## src/rtl/key_collector.sv

```systemverilog
// key_collector: arbitrates the first worker hit, latches key/index/duration and streams an 18-byte result frame
// Ports:
//   clk, rst (async active-low)  - clock and reset
//   start                        - single-cycle arm pulse, opens a search window
//   found[TOTAL], keys[128*TOTAL]- per-worker hit flags and keys
//   busy, done                   - status (SEARCH/SEND, DONE)
//   winner, key, cycles          - latched result
//   tx_data, tx_valid, tx_ready  - byte-wide frame stream: A5, winner, key MSB first
module key_collector #(
  parameter int TOTAL = 4,
  parameter int IDX_W = 2
) (
  input  logic                   clk,
  input  logic                   rst,
  input  logic                   start,
  input  logic [TOTAL-1:0]       found,
  input  logic [128*TOTAL-1:0]   keys,
  output logic                   busy,
  output logic                   done,
  output logic [IDX_W-1:0]       winner,
  output logic [127:0]           key,
  output logic [31:0]            cycles,
  output logic [7:0]             tx_data,
  output logic                   tx_valid,
  input  logic                   tx_ready
);
  typedef enum logic [1:0] {IDLE, SEARCH, SEND, DONE} state_t;
  state_t state;
  logic [4:0] cnt;
  logic [4:0] nxt;
  logic [3:0] kb;
  logic [IDX_W-1:0] hit;
  logic [127:0] hit_key;
  logic [7:0] nxt_byte;
  // descending scan so the lowest set index is the last (winning) assignment
  always_comb begin
    hit = '0;
    hit_key = '0;
    for (int i = TOTAL-1; i >= 0; i--)
      if (found[i]) begin
        hit = IDX_W'(i);
        hit_key = keys[128*i +: 128];
      end
    nxt = cnt + 5'd1;
    kb = 4'(5'd17 - nxt);
    nxt_byte = (nxt == 5'd1) ? 8'(winner) : key[{kb, 3'b000} +: 8];
  end
  always_ff @(posedge clk or negedge rst)
    if (!rst) begin
      state <= IDLE;
      busy <= 1'b0;
      done <= 1'b0;
      winner <= '0;
      key <= '0;
      cycles <= '0;
      tx_data <= '0;
      tx_valid <= 1'b0;
      cnt <= '0;
    end else
      case (state)
        IDLE, DONE:
          if (start) begin
            state <= SEARCH;
            busy <= 1'b1;
            done <= 1'b0;
            cycles <= '0;
            key <= '0;
            winner <= '0;
          end
        SEARCH:
          if (|found) begin
            state <= SEND;
            key <= hit_key;
            winner <= hit;
            cnt <= '0;
            tx_data <= 8'hA5;
            tx_valid <= 1'b1;
          end else if (cycles != '1)
            cycles <= cycles + 32'd1;
        default:
          if (tx_ready) begin
            if (cnt == 5'd17) begin
              state <= DONE;
              busy <= 1'b0;
              done <= 1'b1;
              tx_valid <= 1'b0;
              tx_data <= '0;
            end else begin
              cnt <= nxt;
              tx_data <= nxt_byte;
            end
          end
      endcase
endmodule

```

## config.mk

```make
export PLATFORM = sky130hd
export DESIGN_NAME = key_collector
export DESIGN_NICKNAME = d
export VERILOG_FILES = /design/src/rtl/key_collector.sv
export SDC_FILE = /design/constraint.sdc
export NUM_CORES = 1
export LEC_CHECK = 0
export BUFFER_PORTS_ARGS = -buffer_cell sky130_fd_sc_hd__buf_2
export CORE_AREA = 4 4 270 272
export CTS_BUF_LIST = sky130_fd_sc_hd__clkbuf_4
export CTS_CLUSTER_DIAMETER = 120
export DETAILED_ROUTE_END_ITERATION = 8
export DIE_AREA = 0 0 274 276
export HOLD_SLACK_MARGIN = 0.02
export SLEW_MARGIN = 10
export SYNTH_ARGS = -nofsm -noshare
export SYNTH_HDL_FRONTEND = slang
export SYNTH_SLANG_ARGS = --single-unit
export TNS_END_PERCENT = 20
```

## constraint.sdc

```tcl
create_clock -name clk -period 5.4 [get_ports clk]
set_input_delay 1.08 -clock clk [delete_from_list [all_inputs] [get_ports clk]]
set_output_delay 1.08 -clock clk [all_outputs]
set_load 0.03 [all_outputs]
```

==> impl_metrics.tcl <==
set metrics [dict create \
    path_clk_slew_ps 200 \
    clock_sinks 180 \
    critPathBufInv 0 \
    core.rowCount 98 \
    antenna_found_initial 32 \
    post-route-min-period_ps 3770 \
    synthMuxAreaShare 0.0860 \
    total_power_w 0.00821 \
    cts_buffers 17 \
    synthAdderAreaFrac 0.00803 \
    p_seq_frac 0.316 \
    yosysWarnings 0 \
    synth-compound-area-share 0.320 \
    start_kind "flop" \
    synth_top_family_by_area "compound AO/OA/AOI/OAI gates" \
    min_path_type "input port to async pin" \
    port_buffers 692 \
    synthFlopType "dfrtp_1" \
    p_leak_nw 7.17 \
    pre_cts_slack_ps 1570 \
    cp_slowest_stage_delay_ps 1010 \
    synth_xor_area_frac 0.00803 \
    drive_gt1_frac 0.457 \
    overflow 0 \
    gp_congestion 0.906 \
    placed_area_mm2 0.0153 \
    drt.antenna.violating_nets 0 \
    outcome "finished, final reports clean" \
    powerDensity_mw_per_mm2 525 \
    p_clk_frac 0.109 \
    slew_headroom 0.336 \
    coreArea_mm2 0.0708 \
    yosysSeqAreaShare 0.413 \
    worst-r2r-cell-count 9 \
    avgViaCountPerCell 4.81 \
    worstSetupStartpoint "cnt[0]$_DFFE_PN0P_" \
    rsz0062_at_grt "false" \
    p_comb_frac 0.575 \
    drt_pass1_iterations 7 \
    syn-num-nets 1652 \
    worstSetupPathType "flop to flop" \
    path_depth 9 \
    synth-edff-count 0 \
    cts.path.max_buffers 2 \
    worstReg2RegEnd "tx_data[0]$_DFFE_PN0P_" \
    syn-cell-area_mm2 0.0109 \
    setup_viol 0 \
    finClkSkew_ps 42.7 \
    cts_setup_buffers 0 \
    worstMarginPinSlew_ps 996 \
    die_h_um 276 \
    avgSynthCellArea_um2 9.69 \
    fp.dieW_um 274 \
    grt.total_usage 0.179 \
    arrival_ps 4420 \
    nNetsFinal 2255 \
    fin_area_mm2 0.0156 \
    drc 0 \
    drt_iter0_markers 1005 \
    end_kind "flop" \
    grt_pass1_wl_mm 96.5 \
    start_util 0.154 \
    crit_path_top_delay_cell "dfrtp_4" \
    cts_tree "built" \
    synthToLayoutAreaGrowth_pct 43.5 \
    worstSkewPairLatency_ps 730 \
    ios 693 \
    switching_share 0.553 \
    cts.hold.buffers_added 0 \
    synthSimpleGateAreaFrac 0.114 \
    cts_root_buffer "clkbuf_4" \
    regToRegStartpoint "cnt[0]$_DFFE_PN0P_" \
    seqCellArea_mm2 0.00451 \
    cp-endpoint "tx_data[0]$_DFFE_PN0P_" \
    irDropWorstVdd_uv 241 \
    synth_seq_cells 180 \
    rrSetupSlack_ps 1630 \
    synthArstFlopShare 1.00 \
    cts_resized 0 \
    nFillCells 7899 \
    place_hpwl_mm 56.2 \
    wire_per_inst_um 26.0 \
    hold_viol 0 \
    syn_inst 1125 \
    die-area_mm2 0.0756 \
    htreeDepth 4 \
    fin_crit_sh 0.697 \
    timing.hold.ws_ps 299 \
    p_int_w 0.00367 \
    worstPathMaxFanout 40 \
    multi_input_area_mm2 0.00590 \
    setup-tns-final_ps 0 \
    ys_types 54 \
    cp_top_family "XOR/XNOR gates" \
    grt_max_degree 130 \
    drv_cap 0 \
    fmax_mhz 266 \
    required_ps 6050 \
    switching_power_w 0.00454 \
    dr_total_vias 13000 \
    worstPathCellList "ha_1, xnor2_1, ha_1, xnor2_1, xnor2_2, mux4_2, mux2i_1, nor2_1, o22a_1" \
    wl_mm 70.3 \
    slew_violations 0 \
    grt_pass1_vias 12800 \
    post-route-worst-setup-slack_ps 1630 \
]
-- final cells by class --
type                       instances  area share
clock buffer                      17     0.00816
multi-input combinational        809       0.377
timing repair buffer             708       0.235
sequential                       180       0.288
inverter                          12     0.00304
clock inverter                    15      0.0106
antenna                           16     0.00256
tap                              950      0.0760
-- worst min path at each step --
stage / startpoint / endpoint / slack (ps)
2_1_floorplan: state[1]$_DFFE_PN0P_ / state[1]$_DFFE_PN0P_ / 510
3_3_place_gp: tx_valid$_DFFE_PN0P_ / tx_valid$_DFFE_PN0P_ / 480
3_5_place_dp: tx_valid$_DFFE_PN0P_ / tx_valid$_DFFE_PN0P_ / 490
4_1_cts: rst / key[9]$_DFFE_PN0P_ / 140
5_1_grt: rst / key[9]$_DFFE_PN0P_ / 190
6_report: rst / key[9]$_DFFE_PN0P_ / 300
-- logic make-up (layout without fill, tap and decap cells) --
group           Yosys count  after routing
compound gates          469            469
xor+xnor                 10             10
fa+ha+maj                 7              7
buf+inv                 136            752
flops                   180            180
mux                      48             48
other cells               0             16
simple gates            275            275
-- through the flow --
step,cells,util
detailed placement,2659,0.216
global placement,2659,0.216
floorplan,1125,-
CTS,2691,0.221
finish,2707,0.221
global route,2706,0.221
-- state kept, by name, indices dropped and copies added, names as in the netlist --
name	flops
busy	1
cnt	5
cycles	32
done	1
key	128
state	2
tx_data	8
tx_valid	1
winner	2
-- cell usage in the layout, fill, tap and decap left out, types with 11 or more instances in the layout --
master	n
inv_1	11
buf_4	11
o31ai_1	140
nor2_1	29
mux4_2	36
diode_2	16
nand3_1	22
dfrtp_1	179
buf_2	690
o21ai_0	20
clkbuf_4	17
a21oi_1	19
o221ai_1	20
o22ai_1	112
a221oi_1	128
nand2_1	166
-- worst reg2reg max path, delay by kind of cell, from the launching register on --
family	cells	cell delay [ps]
compound gates	1	170
xor+xnor	3	1060
fa+ha+maj	2	650
flops	1	1010
mux	2	750
simple gates	1	60
-- routing by layer --
layer / global-route usage / vias up / part of all wire
met5: 0 / - / 0.00038
li1: - / 5767 / -
met2: 0.298 / 696 / 0.49
met4: 0.0644 / 4 / 0.033
met1: 0.224 / 6451 / 0.41
met3: 0.0437 / 105 / 0.075
-- power by group through the flow --
| stage | logic, W | registers (W) | clock network, W |
|---|---|---|---|
| after floorplan | 0.00223 | 0.00305 | 0 |
| after global placement | 0.00474 | 0.00267 | 0 |
| after detailed placement | 0.00479 | 0.00267 | 0 |
| after CTS | 0.00480 | 0.00264 | 0.000969 |
| after global routing | 0.00509 | 0.00267 | 0.00100 |
| final | 0.00472 | 0.00260 | 0.000894 |
-- synthesized netlist by cell type, drive strengths merged, types with 3 or more instances --
library cell	count	area, um^2
dfrtp	180	4500
nand2b	4	25.0
mux2	5	56.3
o31ai	140	1050
mux4	36	811
and2	4	25.0
nand4	7	43.8
a21oi	19	95.1
o22ai	112	701
or4	9	67.6
nand2	168	631
mux2i	7	70.1
xor2	3	26.3
clkbuf	103	387
or3	5	36.3
nor2	30	115
inv	12	45.0
and3	9	66.3
ha	7	87.6
a41o	3	30.0
o221ai	20	175
buf	21	119
o21a	3	22.5
o21ai	23	115
xnor2	7	61.3
nand3	23	115
nor3	3	31.3
nor2b	5	31.3
a221oi	128	1120
nor4	4	25.0
a31oi	4	25.0
a22o	4	35.0
Note: power is estimated with default switching activity, not from simulation.
